$ cat src/rtl/fpu_operand_aligner.sv
// fpu_operand_aligner
// Input-side pre-normalization for the FPU add/sub path. Unpacks two IEEE-754
// singles (restoring the hidden bit), orders them by effective exponent, and
// right-shifts the smaller mantissa one bit per cycle with guard/round/sticky
// until both operands share the larger exponent.
module fpu_operand_aligner #(
    parameter int MAX_SHIFT = 27
) (
    input  logic        clk,
    input  logic        rst_n,
    input  logic        in_valid,
    output logic        in_ready,
    input  logic [31:0] operand_a,
    input  logic [31:0] operand_b,
    output logic        out_valid,
    input  logic        out_ready,
    output logic [7:0]  out_exponent,
    output logic [23:0] out_mant_large,
    output logic [26:0] out_mant_small,
    output logic        out_sign_large,
    output logic        out_sign_small,
    output logic        out_swapped,
    output logic        out_special
);

    localparam int CW = $clog2(MAX_SHIFT + 1);

    typedef enum logic [1:0] {
        IDLE  = 2'd0,
        SHIFT = 2'd1,
        DONE  = 2'd2
    } state_t;

    state_t state_reg, state_next;

    // ------------------------------------------------------------------
    // Operand unpacking: index 0 is operand_a, index 1 is operand_b.
    // A zero exponent field (zero/denormal) has no hidden bit and behaves
    // as exponent 1 so denormals line up with the smallest normals.
    // ------------------------------------------------------------------
    logic [31:0] operand    [2];
    logic [7:0]  eff_exp    [2];
    logic [23:0] unpacked   [2];
    logic        op_sign    [2];
    logic        op_special [2];

    assign operand[0] = operand_a;
    assign operand[1] = operand_b;

    genvar gi;
    generate
        for (gi = 0; gi < 2; gi++) begin : g_unpack
            logic [7:0] exp_field;
            assign exp_field       = operand[gi][30:23];
            assign eff_exp[gi]     = (exp_field == 8'd0) ? 8'd1 : exp_field;
            assign unpacked[gi]    = {(exp_field != 8'd0), operand[gi][22:0]};
            assign op_sign[gi]     = operand[gi][31];
            assign op_special[gi]  = (exp_field == 8'hFF);
        end
    endgenerate

    // ------------------------------------------------------------------
    // Ordering: b is "large" only when strictly bigger, so ties keep a large.
    // ------------------------------------------------------------------
    logic          b_larger;
    logic [7:0]    exp_large;
    logic [7:0]    exp_small;
    logic [7:0]    exp_diff;
    logic [CW-1:0] shift_init;
    logic          any_special;

    assign b_larger    = (eff_exp[1] > eff_exp[0]);
    assign exp_large   = b_larger ? eff_exp[1] : eff_exp[0];
    assign exp_small   = b_larger ? eff_exp[0] : eff_exp[1];
    assign exp_diff    = exp_large - exp_small;
    assign any_special = op_special[0] | op_special[1];
    // Beyond MAX_SHIFT every small-mantissa bit is already folded into sticky.
    assign shift_init  = (int'(exp_diff) > MAX_SHIFT) ? CW'(MAX_SHIFT) : CW'(exp_diff);

    // ------------------------------------------------------------------
    // Datapath registers
    // ------------------------------------------------------------------
    logic [7:0]    exp_reg,        exp_next;
    logic [23:0]   mant_large_reg, mant_large_next;
    logic [26:0]   mant_small_reg, mant_small_next;
    logic          sign_large_reg, sign_large_next;
    logic          sign_small_reg, sign_small_next;
    logic          swapped_reg,    swapped_next;
    logic          special_reg,    special_next;
    logic [CW-1:0] count_reg,      count_next;

    // One alignment step: shift right, OR the bit leaving position 1 into
    // the sticky position so any discarded 1 is remembered.
    logic [26:0] shift_step;
    assign shift_step = {1'b0, mant_small_reg[26:2], mant_small_reg[1] | mant_small_reg[0]};

    // Next-state and datapath update for the IDLE/SHIFT/DONE sequence.
    always_comb begin
        state_next      = state_reg;
        exp_next        = exp_reg;
        mant_large_next = mant_large_reg;
        mant_small_next = mant_small_reg;
        sign_large_next = sign_large_reg;
        sign_small_next = sign_small_reg;
        swapped_next    = swapped_reg;
        special_next    = special_reg;
        count_next      = count_reg;

        case (state_reg)
            IDLE: begin
                if (in_valid) begin
                    exp_next        = exp_large;
                    swapped_next    = b_larger;
                    special_next    = any_special;
                    mant_large_next = b_larger ? unpacked[1] : unpacked[0];
                    mant_small_next = {(b_larger ? unpacked[0] : unpacked[1]), 3'b000};
                    sign_large_next = b_larger ? op_sign[1] : op_sign[0];
                    sign_small_next = b_larger ? op_sign[0] : op_sign[1];
                    // Specials skip alignment; the mantissas pass through raw.
                    count_next      = any_special ? '0 : shift_init;
                    if (any_special || (shift_init == '0)) begin
                        state_next = DONE;
                    end else begin
                        state_next = SHIFT;
                    end
                end
            end
            SHIFT: begin
                mant_small_next = shift_step;
                count_next      = count_reg - CW'(1);
                if (count_reg == CW'(1)) begin
                    state_next = DONE;
                end
            end
            DONE: begin
                if (out_ready) begin
                    state_next = IDLE;
                end
            end
            default: begin
                state_next = IDLE;
            end
        endcase
    end

    // FSM state register.
    always_ff @(posedge clk or negedge rst_n) begin
        if (!rst_n) begin
            state_reg <= IDLE;
        end else begin
            state_reg <= state_next;
        end
    end

    // Datapath registers; reset clears any in-flight transaction.
    always_ff @(posedge clk or negedge rst_n) begin
        if (!rst_n) begin
            exp_reg        <= '0;
            mant_large_reg <= '0;
            mant_small_reg <= '0;
            sign_large_reg <= 1'b0;
            sign_small_reg <= 1'b0;
            swapped_reg    <= 1'b0;
            special_reg    <= 1'b0;
            count_reg      <= '0;
        end else begin
            exp_reg        <= exp_next;
            mant_large_reg <= mant_large_next;
            mant_small_reg <= mant_small_next;
            sign_large_reg <= sign_large_next;
            sign_small_reg <= sign_small_next;
            swapped_reg    <= swapped_next;
            special_reg    <= special_next;
            count_reg      <= count_next;
        end
    end

    assign in_ready       = (state_reg == IDLE);
    assign out_valid      = (state_reg == DONE);
    assign out_exponent   = exp_reg;
    assign out_mant_large = mant_large_reg;
    assign out_mant_small = mant_small_reg;
    assign out_sign_large = sign_large_reg;
    assign out_sign_small = sign_small_reg;
    assign out_swapped    = swapped_reg;
    assign out_special    = special_reg;

endmodule

$ cat config.mk
export PLATFORM = sky130hd
export DESIGN_NAME = fpu_operand_aligner
export DESIGN_NICKNAME = d
export VERILOG_FILES = /design/src/rtl/fpu_operand_aligner.sv
export SDC_FILE = /design/constraint.sdc
export NUM_CORES = 1
export LEC_CHECK = 0
export ABC_AREA = 1
export BUFFER_PORTS_ARGS = -buffer_cell sky130_fd_sc_hd__buf_2
export CORE_ASPECT_RATIO = 1.75
export CORE_MARGIN = 4
export CORE_UTILIZATION = 25
export DETAILED_ROUTE_END_ITERATION = 6
export PLACE_DENSITY_LB_ADDON = 0.08
export REMOVE_ABC_BUFFERS = 1
export SYNTH_ARGS = -nofsm -noshare
export SYNTH_HDL_FRONTEND = slang
export SYNTH_SLANG_ARGS = --single-unit
$ cat constraint.sdc
create_clock -name clk -period 2.1 [get_ports clk]
set_input_delay 0.42 -clock clk [delete_from_list [all_inputs] [get_ports clk]]
set_output_delay 0.42 -clock clk [all_outputs]
set_load 0.005 [all_outputs]
Word level (Yosys, flattened, before mapping)

Cells that the tools add are included.

Flip-flop bits (word level): 70
Output and inout bits: 65
Word-level logic and storage cells: 53

Add/sub/neg operators: 2
Order comparisons: 2
Eq/ne operators: 8
Multiplexer cells: 19
Bitwise operators: 2
Reduce and logical (&&, ||, !) cells: 11

Operators by type and width:

| kind                                                                            | number |
|---|---|
| 27-bit case mux with 2 select lines                                             | 1 |
| 24-bit two-way mux                                                              | 2 |
| 8-bit two-way mux                                                               | 4 |
| 27-bit two-way mux                                                              | 1 |
| 8-bit equality test, second input constant                                      | 2 |
| 8-bit zero test                                                                 | 2 |
| 8-bit nonzero test                                                              | 2 |
| 5-bit two-way mux                                                               | 3 |
| 5-bit case mux with 2 select lines                                              | 1 |
| 8-bit by 5-bit greater-than comparator with 1-bit output, second input constant | 1 |
| 8-bit greater-than comparator                                                   | 1 |
| 2-bit two-way mux                                                               | 4 |
| 8-bit subtractor                                                                | 1 |
| 2-bit case mux with 3 select lines                                              | 1 |
| 5-bit by 1-bit equality test with 1-bit output, second input constant           | 1 |
| 5-bit zero test                                                                 | 1 |
| 5-bit by 1-bit subtractor with 5-bit output, second input constant              | 1 |
| 2-bit inequality test, second input constant                                    | 2 |
| 2-bit AND reduction                                                             | 2 |
| 3-bit AND reduction                                                             | 1 |
| 2-bit by 1-bit equality test with 1-bit output, second input constant           | 1 |
| 2-bit equality test, second input constant                                      | 1 |
| 2-bit zero test                                                                 | 1 |
| 1-bit two-way mux                                                               | 2 |
| other kinds (4)                                                                 | 5 |

Logic depth before layout (Yosys ltp)

Depth in word-level cells: 12
Mapped depth: 27

Worst setup path before layout

OpenSTA, ideal clock, no wires.

Kind: input to register
Start: in operand_b[25]
End: reg state_reg[0]
Data arrival time: 2.717 ns
Required time: 1.982 ns
Setup slack: -0.734 ns
Stages on the path: 21
Cells stage by stage: inv_1 nand4_1 o21ai_0 inv_1 ha_1 nand4_4 nand3_1 nand3_2 ha_1 inv_1 nand3_2 nand2_1 nand3_1 nand2_1 nand2_1 nand2_1 nand2_1 nor2_4 nand4_2 nand3_1 nand2_1

Word-level cells in the longest chain between the ends: 12
Elaborated cells between the ends (all ways): 15

Ends and longest elaborated chain:

| item                                                     | RTL line | RTL |
|---|---|---|
| start: declaration                                       | 14       | `input logic [31:0] operand_b,` |
| 8-bit zero test                                          | 55       | `assign eff_exp[gi] = (exp_field == 8'd0) ? 8'd1 : exp_field;` |
| 8-bit two-way mux                                        | 55       |  |
| 8-bit greater-than comparator                            | 72       | `assign b_larger = (eff_exp[1] > eff_exp[0]);` |
| 8-bit two-way mux, on equally long branches              | 73, 74   |  |
| 8-bit subtractor                                         | 75       | `assign exp_diff = exp_large - exp_small;` |
| 8-bit by 5-bit greater-than comparator with 1-bit output | 78       | `assign shift_init = (int'(exp_diff) > MAX_SHIFT) ? CW'(MAX_SHIFT) : CW'(exp_diff);` |
| 5-bit two-way mux                                        | 78       |  |
| 5-bit zero test                                          | 121      | `if (any_special \|\| (shift_init == '0)) begin` |
| 1-bit logical OR (*)                                     | 121      |  |
| 2-bit two-way mux (*)                                    | 121      |  |
| 2-bit two-way mux (*)                                    | 111      | `if (in_valid) begin` |
| 2-bit case mux with 3 select lines (*)                   | 109      | `case (state_reg)` |
| end signal: assignment                                   | 151      | `state_reg <= state_next;` |
| end: declaration                                         | 34       | `state_t state_reg, state_next;` |

Mark *: on every way between the ends. The rest lies on a longest branch, timed or not. The select of a mux whose other input is x is not followed.
A chain may end at the register's enable or synchronous reset.

Worst setup path in the final report

Start: in operand_b[27]
End: reg count_reg[1]

Word-level cells in the longest chain between the ends: 10
Elaborated cells between the ends (all ways): 13

Ends and longest elaborated chain:

| item                                                     | RTL line | RTL |
|---|---|---|
| 8-bit zero test                                          | 55       |  |
| 8-bit two-way mux                                        | 55       |  |
| 8-bit greater-than comparator                            | 72       |  |
| 8-bit two-way mux, on equally long branches              | 73, 74   |  |
| 8-bit subtractor                                         | 75       |  |
| 8-bit by 5-bit greater-than comparator with 1-bit output | 78       |  |
| 5-bit two-way mux                                        | 78       |  |
| 5-bit two-way mux (*)                                    | 120      | `count_next = any_special ? '0 : shift_init;` |
| 5-bit two-way mux (*)                                    | 111      |  |
| 5-bit case mux with 2 select lines (*)                   | 109      |  |
| end signal: assignment                                   | 174      | `count_reg <= count_next;` |
| end: declaration                                         | 90       | `logic [CW-1:0] count_reg, count_next;` |

Marked as above.

==> run_summary.xml <==
<?xml version="1.0" encoding="UTF-8"?>
<metrics>
  <group name="worst_setup_path">
    <metric name="critical_path_buf_inv_count" unit="">4</metric>
    <metric name="critical_path_peak_fanout" unit="">5</metric>
    <metric name="critical_path.max_stage_delay" unit="ps">190</metric>
    <metric name="timing.critical_path.from_type" unit="">primary input</metric>
    <metric name="critPathSlowestCell" unit="">sky130_fd_sc_hd__o21ai_2</metric>
    <metric name="critical_path.most_common_cell" unit="">sky130_fd_sc_hd__nand2_2</metric>
    <metric name="critical_path_cell_count" unit="">27</metric>
    <metric name="critPathArrivalTime" unit="ps">2880</metric>
    <metric name="critPathKind" unit="">primary input to flip-flop</metric>
    <metric name="path_delay_family" unit="">simple AND/OR/NAND/NOR gates</metric>
    <metric name="worstSetupEndpointType" unit="">flip-flop</metric>
    <metric name="cell_count_of_the_worst_reg_to_reg_path" unit="">8</metric>
    <metric name="critical_path_required" unit="ps">2310</metric>
  </group>
  <group name="final_layout">
    <metric name="fraction_of_final_layout_cells_sized_beyond_drive_strength_1" unit="%">53.5</metric>
    <metric name="finalCoreUtilization" unit="%">44.1</metric>
    <metric name="seqCellArea" unit="mm²">0.00175</metric>
    <metric name="area_of_the_multi_input_gates" unit="mm²">0.00285</metric>
    <metric name="final-instance-count-excl-fill" unit="">1004</metric>
    <metric name="finalInstanceArea" unit="mm²">0.00726</metric>
    <metric name="largest_reg_flops" unit="">27</metric>
    <metric name="area_overhead_of_the_layout_relative_to_synthesis" unit="%">73.8</metric>
    <metric name="layout.nets" unit="">853</metric>
    <metric name="final.fill_count" unit="">1706</metric>
    <metric name="antenna-diode-count" unit="">0</metric>
  </group>
  <group name="floorplan">
    <metric name="die_area" unit="mm²">0.0189</metric>
    <metric name="floorplan.die.width" unit="µm">106</metric>
    <metric name="boundary_pins" unit="">133</metric>
    <metric name="floorplan.die.height" unit="µm">179</metric>
    <metric name="initial_utilization" unit="%">25.4</metric>
    <metric name="core_area" unit="mm²">0.0164</metric>
    <metric name="num_rows" unit="">62</metric>
  </group>
  <group name="global_routing">
    <metric name="wire_length_of_the_first_global_routing_pass" unit="mm">26.3</metric>
    <metric name="grt_pass1_vias" unit="">4841</metric>
    <metric name="initial_antenna_violation_count" unit="">0</metric>
    <metric name="grt_max_degree" unit="">66</metric>
    <metric name="grt-ovfl-total" unit="">0</metric>
    <metric name="track_usage" unit="%">18.0</metric>
  </group>
  <group name="synthesis">
    <metric name="yosys_warning_total" unit="">0</metric>
    <metric name="synthDominantCellAreaShare" unit="%">41.9</metric>
    <metric name="netlist_area_pre_place" unit="mm²">0.00418</metric>
    <metric name="synth.largest_area_cell" unit="">sky130_fd_sc_hd__dfrtp_1</metric>
    <metric name="netlist_top_cells_area" unit="">sky130_fd_sc_hd__dfrtp_1 42%, sky130_fd_sc_hd__nand2_1 9.3%, sky130_fd_sc_hd__nor2_1 8.0%</metric>
    <metric name="register_area_share_after_synthesis" unit="%">41.9</metric>
    <metric name="synthDistinctLibCells" unit="">34</metric>
    <metric name="ys_ff_latch" unit="">70</metric>
    <metric name="syn-instance-count" unit="">560</metric>
    <metric name="synth_area_per_cell" unit="µm²">7.46</metric>
  </group>
  <group name="cts">
    <metric name="cts.root.buffer_cell" unit="">sky130_fd_sc_hd__clkbuf_16</metric>
    <metric name="cts.reportedPaths.clkPinSlew" unit="ps">60</metric>
    <metric name="cts_buffers" unit="">9</metric>
    <metric name="clock_insertion_delay_worst_skew" unit="ps">340</metric>
    <metric name="cts-hold-fix-buffers" unit="">0</metric>
    <metric name="clock_sinks" unit="">70</metric>
    <metric name="cts-htree-levels" unit="">3</metric>
    <metric name="cts_tree" unit="">built</metric>
    <metric name="clock_tree.buffer_depth" unit="">2</metric>
  </group>
  <group name="job">
    <metric name="maxCapViolCount" unit="">0</metric>
  </group>
  <group name="power">
    <metric name="power_density" unit="mW/mm²">1180</metric>
    <metric name="vdd.ir_drop.worst" unit="mV">0.460</metric>
    <metric name="static-leakage-power" unit="nW">3.54</metric>
  </group>
  <group name="placement">
    <metric name="gpl.final_weighted_congestion" unit="">0.786</metric>
    <metric name="detailed_place.area" unit="mm²">0.00560</metric>
    <metric name="port-buffer-count" unit="">132</metric>
    <metric name="detailed_place_hpwl" unit="mm">11.7</metric>
    <metric name="dp_cells" unit="">961</metric>
  </group>
  <group name="detailed_routing">
    <metric name="drt_drc_violations_left" unit="">0</metric>
    <metric name="routed_wirelength_normalized_by_instance_count" unit="µm">17.5</metric>
    <metric name="route.vias.total" unit="">4827</metric>
    <metric name="detailedRoute.firstIterationViolations" unit="">145</metric>
    <metric name="detailedRoute.firstPassIterationCount" unit="">4</metric>
    <metric name="drt-vias-per-instance" unit="">4.81</metric>
    <metric name="ant_nets" unit="">0</metric>
    <metric name="routed_wirelength" unit="mm">17.6</metric>
  </group>
  <group name="status">
    <metric name="failing_checks" unit="">setup timing</metric>
    <metric name="outcome" unit="">finished with violations</metric>
  </group>
  <group name="sta">
    <metric name="grt_setup_unrepaired" unit="">yes</metric>
    <metric name="fin_crit_sh" unit="%">127</metric>
    <metric name="slew_headroom" unit="%">36.0</metric>
    <metric name="skew" unit="ps">14.5</metric>
    <metric name="fmaxAchievable" unit="GHz">0.376</metric>
    <metric name="report.final.setup_viol" unit="">63</metric>
    <metric name="worst_slack" unit="ps">-562</metric>
    <metric name="maxSlewViolCount" unit="">0</metric>
    <metric name="max_slew.worst_pin.slew" unit="ps">960</metric>
    <metric name="hold_violations" unit="">0</metric>
    <metric name="period_needed" unit="ps">2660</metric>
  </group>
  <group name="hold_path">
    <metric name="min-delay-path-class" unit="">primary input to asynchronous set/reset pin</metric>
  </group>
</metrics>
==> layer usage <==
| layer | up-vias | GRT usage, % | share of wire, % |
|---|---|---|---|
| li1 | 2313 | - | - |
| met1 | 2354 | 19.1 | 36 |
| met2 | 128 | 35.1 | 57 |
| met3 | 32 | 2.70 | 4.0 |
| met4 | 0 | 7.02 | 3.3 |
| met5 | - | 0 | 0 |
==> cells in the mapped netlist, drive strengths merged <==
cell type  count
nand2        111
nor2          93
dfrtp         70
a21oi         66
inv           59
clkbuf        29
nand3         24
o31ai         24
a22oi         23
o21ai         16
nand4         12
ha            10
nor3           5
o221ai         4
buf            3
a31oi          2
nor4           2
xor2           2
a21boi         1
a22o           1
clkinv         1
o21a           1
o41ai          1
==> what timing repair did <==
action	in CTS	in global routing
resized for setup	41	203
buffers inserted	9	12
gates cloned	8	1
hold endpoints to repair	0	0
pin swaps	17	60
endpoints found under the setup margin	65	66
==> layout by cell type (no fill, tap or decap), types with 4 or more instances in the layout <==
| cell | synthesis | layout |
|---|---|---|
| sky130_fd_sc_hd__buf_4 | 0 | 86 |
| sky130_fd_sc_hd__nand2_1 | 104 | 65 |
| sky130_fd_sc_hd__a21oi_1 | 65 | 33 |
| sky130_fd_sc_hd__o31ai_2 | 0 | 14 |
| sky130_fd_sc_hd__a21oi_4 | 0 | 4 |
| sky130_fd_sc_hd__buf_12 | 0 | 7 |
| sky130_fd_sc_hd__nand2_2 | 5 | 15 |
| sky130_fd_sc_hd__nand3_2 | 2 | 4 |
| sky130_fd_sc_hd__nor2_1 | 89 | 65 |
| sky130_fd_sc_hd__o21ai_1 | 6 | 6 |
| sky130_fd_sc_hd__ha_1 | 10 | 7 |
| sky130_fd_sc_hd__nor3_1 | 5 | 4 |
| sky130_fd_sc_hd__o221ai_2 | 0 | 4 |
| sky130_fd_sc_hd__buf_6 | 1 | 13 |
| sky130_fd_sc_hd__nor2_2 | 1 | 9 |
| sky130_fd_sc_hd__nand3_1 | 22 | 18 |
| sky130_fd_sc_hd__dfrtp_1 | 70 | 70 |
| sky130_fd_sc_hd__nor2_4 | 3 | 19 |
| sky130_fd_sc_hd__a22oi_1 | 23 | 23 |
| sky130_fd_sc_hd__a21oi_2 | 1 | 29 |
| sky130_fd_sc_hd__nand2_4 | 2 | 29 |
| sky130_fd_sc_hd__o21ai_0 | 10 | 6 |
| sky130_fd_sc_hd__buf_2 | 0 | 120 |
| sky130_fd_sc_hd__nand4_1 | 10 | 10 |
| sky130_fd_sc_hd__clkbuf_16 | 0 | 10 |
| sky130_fd_sc_hd__buf_16 | 0 | 6 |
| sky130_fd_sc_hd__o31ai_1 | 24 | 8 |
| sky130_fd_sc_hd__inv_2 | 6 | 18 |
| sky130_fd_sc_hd__inv_1 | 53 | 37 |
==> power breakdown <==
group	internal (W)	switching (W)	total, W
Clock	0.00117	0.000653	0.00182
Combinational	0.00189	0.00235	0.00424
Sequential	0.00203	0.000458	0.00249
Total	0.00509	0.00346	0.00855
==> worst paths after layout <==
path	end	startpoint	slack (ps)
setup / recovery	count_reg[1]$_DFFE_PN0P_	operand_b[27]	-560
hold / removal	out_mant_small[16]$_DFFE_PN0P_	rst_n	3
min in group clk	out_mant_large[4]$_DFFE_PN0P_	operand_b[4]	340
hold reg to reg	out_swapped$_DFFE_PN0P_	out_swapped$_DFFE_PN0P_	490
max in group asynchronous	state_reg[1]$_DFFE_PN0P_	rst_n	1540
setup reg to reg	state_reg[1]$_DFFE_PN0P_	state_reg[1]$_DFFE_PN0P_	80
==> kinds of logic (layout without fill, tap and decap cells) <==
logic type | after synthesis | after routing | share of synthesized area, %
buf+inv | 92 | 312 | 8.45
xor+xnor | 2 | 2 | 0.419
compound gates | 139 | 139 | 20.3
simple gates | 247 | 247 | 25.9
fa+ha+maj | 10 | 10 | 3.00
flops | 70 | 70 | 41.9
==> metrics by stage <==
| step | worst slack, ps | TNS, ps | power, W | hold slack (ps) |
|---|---|---|---|---|
| floorplan | -2090 | -92220 | 0.00424 | 124 |
| global placement | -1050 | -51870 | 0.00588 | 375 |
| detailed placement | -1150 | -57880 | 0.00593 | 368 |
| CTS | -567 | -15180 | 0.00804 | 11.4 |
| global route | -794 | -19140 | 0.00918 | 25.9 |
| finish | -562 | -11360 | 0.00855 | 2.70 |
==> final cells by class <==
class | instances | area share (%)
multi-input combinational | 398 | 39.3
timing repair buffer | 236 | 24.3
sequential | 70 | 24.1
tap | 224 | 3.86
inverter | 60 | 3.60
clock buffer | 9 | 3.10
clock inverter | 7 | 1.65
Power figures use the tool's default switching activity.
